**src/rtl/alu_mc.sv**
```systemverilog
// Multi-cycle ALU with a valid/ready request port and a registered result port.
// Single-cycle ops complete in one cycle; MUL is an iterative shift-add over WIDTH cycles.
module alu_mc #(
  parameter int WIDTH  = 16,
  parameter int MUL_EN = 1
) (
  input  logic                     clk,
  input  logic                     rst,
  input  logic                     in_valid,
  output logic                     in_ready,
  input  logic [3:0]               op,
  input  logic [WIDTH-1:0]         src0,
  input  logic [WIDTH-1:0]         src1,
  input  logic [$clog2(WIDTH)-1:0] shamt,
  output logic                     out_valid,
  input  logic                     out_ready,
  output logic [WIDTH-1:0]         dst,
  output logic                     ov,
  output logic                     zr,
  output logic                     neg,
  output logic                     err
);

  localparam int H  = WIDTH / 2;
  localparam int SW = $clog2(WIDTH);
  localparam logic [SW-1:0] LAST = SW'(WIDTH - 1);

  localparam logic [3:0] OP_ADD = 4'd0;
  localparam logic [3:0] OP_SUB = 4'd1;
  localparam logic [3:0] OP_AND = 4'd2;
  localparam logic [3:0] OP_NOR = 4'd3;
  localparam logic [3:0] OP_SLL = 4'd4;
  localparam logic [3:0] OP_SRL = 4'd5;
  localparam logic [3:0] OP_SRA = 4'd6;
  localparam logic [3:0] OP_MUL = 4'd7;
  localparam logic [3:0] OP_LHB = 4'd8;
  localparam logic [3:0] OP_LLB = 4'd9;

  typedef enum logic [1:0] {
    IDLE = 2'd0,
    BUSY = 2'd1,
    DONE = 2'd2
  } stateT;

  stateT             r_state;
  stateT             w_stateNext;
  logic [WIDTH-1:0]  r_dst;
  logic              r_ov;
  logic              r_zr;
  logic              r_neg;
  logic              r_err;
  logic [WIDTH-1:0]  r_acc;
  logic [WIDTH-1:0]  r_mcand;
  logic [WIDTH-1:0]  r_mplier;
  logic [SW-1:0]     r_cnt;

  logic              w_accept;
  logic              w_isMul;
  logic              w_mulLast;
  logic [WIDTH-1:0]  w_sum;
  logic [WIDTH-1:0]  w_diff;
  logic [WIDTH-1:0]  w_sra;
  logic [WIDTH-1:0]  w_accNext;
  logic [WIDTH-1:0]  w_res;
  logic              w_ov;
  logic              w_zr;
  logic              w_neg;
  logic              w_err;

  assign w_accept  = in_valid && in_ready;
  assign w_isMul   = (MUL_EN != 0) && (op == OP_MUL);
  assign w_mulLast = (r_state == BUSY) && (r_cnt == LAST);
  assign w_sum     = src0 + src1;
  assign w_diff    = src0 - src1;
  assign w_sra     = WIDTH'($signed(src0) >>> shamt);
  assign w_accNext = r_acc + (r_mplier[0] ? r_mcand : '0);

  assign dst = r_dst;
  assign ov  = r_ov;
  assign zr  = r_zr;
  assign neg = r_neg;
  assign err = r_err;

  // Single-cycle result path, evaluated on the live request operands.
  always_comb begin
    w_res = '0;
    w_ov  = 1'b0;
    w_neg = 1'b0;
    w_err = 1'b0;
    case (op)
      OP_ADD: begin
        w_res = w_sum;
        w_ov  = (src0[WIDTH-1] == src1[WIDTH-1]) && (w_sum[WIDTH-1] != src0[WIDTH-1]);
        w_neg = w_sum[WIDTH-1];
      end
      OP_SUB: begin
        w_res = w_diff;
        w_ov  = (src0[WIDTH-1] != src1[WIDTH-1]) && (w_diff[WIDTH-1] != src0[WIDTH-1]);
        w_neg = w_diff[WIDTH-1];
      end
      OP_AND:  w_res = src0 & src1;
      OP_NOR:  w_res = ~(src0 | src1);
      OP_SLL:  w_res = src0 << shamt;
      OP_SRL:  w_res = src0 >> shamt;
      OP_SRA:  w_res = w_sra;
      OP_MUL:  w_err = (MUL_EN == 0);
      OP_LHB:  w_res = {src1[H-1:0], src0[H-1:0]};
      OP_LLB:  w_res = {{(WIDTH-H){src1[H-1]}}, src1[H-1:0]};
      default: w_err = 1'b1;
    endcase
    w_zr = !w_err && (w_res == '0);
  end

  always_ff @(posedge clk or posedge rst) begin
    if (rst) begin
      r_state <= IDLE;
    end else begin
      r_state <= w_stateNext;
    end
  end

  // Next state and handshake outputs; in_ready in DONE follows out_ready so a
  // consumer draining a result can hand in the next request in the same cycle.
  always_comb begin
    w_stateNext = r_state;
    in_ready    = 1'b0;
    out_valid   = 1'b0;
    case (r_state)
      IDLE: begin
        in_ready = 1'b1;
        if (w_accept) begin
          w_stateNext = w_isMul ? BUSY : DONE;
        end
      end
      BUSY: begin
        if (w_mulLast) begin
          w_stateNext = DONE;
        end
      end
      DONE: begin
        out_valid = 1'b1;
        in_ready  = out_ready;
        if (out_ready) begin
          if (w_accept) begin
            w_stateNext = w_isMul ? BUSY : DONE;
          end else begin
            w_stateNext = IDLE;
          end
        end
      end
      default: w_stateNext = IDLE;
    endcase
  end

  always_ff @(posedge clk or posedge rst) begin
    if (rst) begin
      r_dst    <= '0;
      r_ov     <= 1'b0;
      r_zr     <= 1'b0;
      r_neg    <= 1'b0;
      r_err    <= 1'b0;
      r_acc    <= '0;
      r_mcand  <= '0;
      r_mplier <= '0;
      r_cnt    <= '0;
    end else if (w_accept) begin
      if (w_isMul) begin
        r_acc    <= '0;
        r_mcand  <= src0;
        r_mplier <= src1;
        r_cnt    <= '0;
      end else begin
        r_dst <= w_res;
        r_ov  <= w_ov;
        r_zr  <= w_zr;
        r_neg <= w_neg;
        r_err <= w_err;
      end
    end else if (r_state == BUSY) begin
      // One multiplier bit per cycle; the final bit's sum is published directly.
      r_acc    <= w_accNext;
      r_mcand  <= r_mcand << 1;
      r_mplier <= r_mplier >> 1;
      r_cnt    <= r_cnt + 1'b1;
      if (w_mulLast) begin
        r_dst <= w_accNext;
        r_ov  <= 1'b0;
        r_zr  <= (w_accNext == '0);
        r_neg <= 1'b0;
        r_err <= 1'b0;
      end
    end
  end

endmodule
```
**config.mk**
```make
export PLATFORM = sky130hd
export DESIGN_NAME = alu_mc
export DESIGN_NICKNAME = d
export VERILOG_FILES = /design/src/rtl/alu_mc.sv
export SDC_FILE = /design/constraint.sdc
export NUM_CORES = 1
export LEC_CHECK = 0
export BUFFER_PORTS_ARGS = -buffer_cell sky130_fd_sc_hd__buf_2
export CAP_MARGIN = 10
export CORE_MARGIN = 2
export CORE_UTILIZATION = 30
export DETAILED_ROUTE_END_ITERATION = 16
export GPL_TIMING_DRIVEN = 0
export SYNTH_ARGS = -nofsm -noshare
export SYNTH_HDL_FRONTEND = slang
export SYNTH_SLANG_ARGS = --single-unit
export TNS_END_PERCENT = 1
```
**constraint.sdc**
```tcl
create_clock -name clk -period 5.7 [get_ports clk]
set_input_delay 0.855 -clock clk [delete_from_list [all_inputs] [get_ports clk]]
set_output_delay 0.855 -clock clk [all_outputs]
set_load 0.01 [all_outputs]
```
==> run_results.csv <==
group,metric,value,unit
cts,cts_tree,"built",
global_route,grt_max_degree,48,
timing,rsz0062_at_grt,"no",
min_path,min-delay-start,"dst[11]$_DFFE_PP0P_",
worst_setup_path,critPathKind,"input pin to register",
run_status,status,"finished, final reports clean",
min_path,min_to,"dst[11]$_DFFE_PP0P_",
global_route,grtUsageTotal,0.2304,
cts,cts-resized-gates,0,
worst_setup_path,path_cells,"buf_2 > clkbuf_1 > inv_1 > ha_1 > inv_1 > fa_1 > nand2b_1 > a221oi_1 > or3_1 > a21oi_1 > a221o_1 > a221oi_2 > nand3_1 > or3_1 > o31ai_2",
timing,fin_ws,1.430,ns
yosys,async_flop_share,1.000,
timing,tightestPinTransition,1.287,ns
placement,dp.cells,1517,
placement,io_buffer_count,61,
worst_setup_path,critical_path.endpoint_type,"register",
worst_setup_path,crit_buf_inv,4,
cells_and_area,fill_cells,2971,
power_and_ir_drop,p_switching,1.453,mW
power_and_ir_drop,combPwrFrac,0.537,
drt,drtPass1Iterations,6,
yosys,yosys_warnings,0,
drt,postRouteAntennaNets,0,
timing,hold_viol,0,
worst_setup_path,cp_top_family,"compound AO/OA/AOI/OAI gates",
power_and_ir_drop,p_int,1.741,mW
cts,cts.sinks,74,
cells_and_area,fin_util,0.3429,
cells_and_area,diodes,0,
power_and_ir_drop,p_per_area,337.2,mW/mm^2
die,die_w,171.1,um
yosys,synth_area_leader_cell,"dfrtp_1",
global_route,antenna_found_initial,1,
cells_and_area,fin_area,0.009473,mm^2
yosys,ys_top_cells_by_count,"nand2_1, nor2_1, dfrtp_1",
cells_and_area,drive_above_1_share,0.1291,
drt,drt_iter0_drc,1035,
worst_setup_path,critical_path_peak_fanout,8,
worst_setup_path,cp.arrival,4.52,ns
global_route,first_global_vias,8321,
yosys,avgSynthCellArea,7.773,um^2
die,die_h,171.1,um
timing,slew_headroom,0.1401,
cts,ctsHoldBuffers,0,
timing,finClkSkew,0.01256,ns
yosys,synthMostInstantiatedCell,"nand2_1",
cts,htreeDepth,3,
yosys,yosys_register_bits,74,
die,coreArea,0.02763,mm^2
cts,insertion_delay,0.34,ns
yosys,syn-cell-area,0.008372,mm^2
worst_setup_path,r2r-end,"zr$_DFFE_PP0P_",
drt,wirelength,33.88,mm
cts,cts_setup_buffers,0,
die,start_util,0.3030,
yosys,synth_nets,1187,
placement,dp_slack,1.237,ns
drt,route.vias.total,8910,
timing,tns,0,ns
cts,clk_path_buf_depth,2,
cells_and_area,nets,1260,
timing,slew_viol_final,0,
power_and_ir_drop,clkPwrFrac,0.176,
yosys,yosysSeqAreaShare,0.2212,
timing,final.period_utilization,0.7490,
power_and_ir_drop,pwr-share-seq,0.287,
timing,fin_crit,4.270,ns
global_route,grt_pass1_wl,50.85,mm
cts,root_buffer,"clkbuf_16",
worst_setup_path,cpPeakStageDelay,0.52,ns
worst_setup_path,reg2regPathDepth,12,
yosys,synth_edf_count,0,
die,io-pin-count,66,
power_and_ir_drop,power_leakage,4.145,nW
worst_setup_path,rrSetupSlack,1.96,ns
yosys,post_synth_main_area_contributors,"dfrtp_1, ha_1, nand2_1",
placement,gp_congestion,1.007,
power_and_ir_drop,peakVddDrop,0.1854,mV
worst_setup_path,start_kind,"input pin",
job,maxCapViolations,0,
timing,setup_violations,0,
placement,dp_hpwl,26.75,mm
yosys,synth_cells,1077,
drt,vias_per_cell,5.816,
yosys,synth_top_area_share,0.2212,
drt,wl_per_cell,22.12,um
drt,post-route-drc-count,0,
min_path,hold_path.class,"register to register",
yosys,synthDistinctLibCells,82,
min_path,worstHoldPathCells,2,
yosys,ys.flop_type,"dfrtp_1",
die,die-area,0.02926,mm^2
placement,placed_cell_area,0.009180,mm^2
global_route,grt_overflow,0,
worst_setup_path,crit_slowest_cell,"a221oi_1",
cts,cts_inserted_buffers,9,
timing,timing.fmax,0.2342,GHz
worst_setup_path,cp.required,5.95,ns
cells_and_area,finalNonFillerCells,1532,
die,rows,61,
worst_setup_path,timing.rr.start,"r_mplier[0]$_DFFE_PP0P_",
cts,path_clk_slew,0.06,ns
power_and_ir_drop,p_sw_frac,0.4548,
cells_and_area,area_growth,13.15,%
==> power by group through the flow <==
| stage | registers, mW | clock network (mW) | logic, mW |
|---|---|---|---|
| after floorplan | 0.904 | 0 | 1.15 |
| after global placement | 0.914 | 0 | 1.66 |
| after detailed placement | 0.919 | 0 | 1.69 |
| after CTS | 0.914 | 0.572 | 1.70 |
| after global routing | 0.950 | 0.594 | 1.88 |
| final | 0.915 | 0.563 | 1.72 |
==> cell usage in the layout, fill, tap and decap left out, drive strengths merged, types with 9 or more instances in the layout <==
master,n
a21oi,53
mux2,10
ha,63
clkbuf,54
a31oi,37
dfrtp,74
mux4,19
a22oi,9
nor2,103
o211ai,16
and2,22
nand2b,9
buf,96
inv,65
o21ai,55
o22ai,18
a211oi,19
nor3,17
a21o,9
nor2b,15
mux2i,30
xnor2,12
nand3,16
and3,11
xor2,9
nand4,13
nand2,166
==> flip-flops by register name, indices dropped and copies added (netlist names) <==
name      count
r_acc        16
r_cnt         4
dst          16
neg           1
r_mplier     16
err           1
r_state       2
zr            1
r_mcand      16
ov            1
==> per-stage QoR <==
step           power, mW  hold slack (ns)
2_1_floorplan      2.057           0.4800
4_1_cts            3.181           0.4729
3_3_place_gp       2.577           0.4545
5_1_grt            3.427           0.4977
6_report           3.194           0.4678
3_5_place_dp       2.611           0.4604
==> worst reg2reg max path: stages (launching register included) <==
cell and delay (ns):
dfrtp_1 0.45, and2_1 0.20, ha_1 0.22, fa_1 0.44, a21oi_1 0.27, o21ai_0 0.14
a211oi_1 0.26, a21oi_1 0.13, or4_1 0.55, or3b_1 0.40, nor4b_1 0.33, a32oi_1 0.18
o31ai_2 0.09
==> per-layer routing <==
metal,global-route usage,wire [um]
met2,0.3510,14690
met4,0.07811,1132
met1,0.3294,14800
met3,0.03724,3268
met5,0,0
==> worst max-delay path by stage <==
stage             from              to  depth (start not counted)
2_1_floorplan  src0[0]  zr$_DFFE_PP0P_                         14
3_3_place_gp   src0[0]  zr$_DFFE_PP0P_                         15
3_5_place_dp   src0[0]  zr$_DFFE_PP0P_                         15
4_1_cts        src0[0]  zr$_DFFE_PP0P_                         15
5_1_grt        src0[0]  zr$_DFFE_PP0P_                         15
6_report       src0[0]  zr$_DFFE_PP0P_                         15
==> final cells by class <==
cell class	instances	area, um^2	area share
Clock inverter	6	67.56	0.007132
Tap cell	378	473.0	0.04993
Inverter	64	242.7	0.02562
Timing Repair Buffer	62	332.8	0.03513
Clock buffer	9	225.2	0.02377
Sequential cell	74	1852	0.1955
Buffer	79	382.9	0.04042
Multi-Input combinational cell	860	5897	0.6225
==> logic make-up (layout without fill, tap and decap cells) <==
kind of cell | Yosys count | count (layout) | share of synthesized area
fa+ha+maj | 66 | 66 | 0.1013
compound gates | 309 | 309 | 0.2548
buf+inv | 143 | 220 | 0.07443
flops | 74 | 74 | 0.2212
xor+xnor | 21 | 21 | 0.02287
mux | 59 | 59 | 0.1009
simple gates | 405 | 405 | 0.2245
Power figures use the tool's default switching activity.
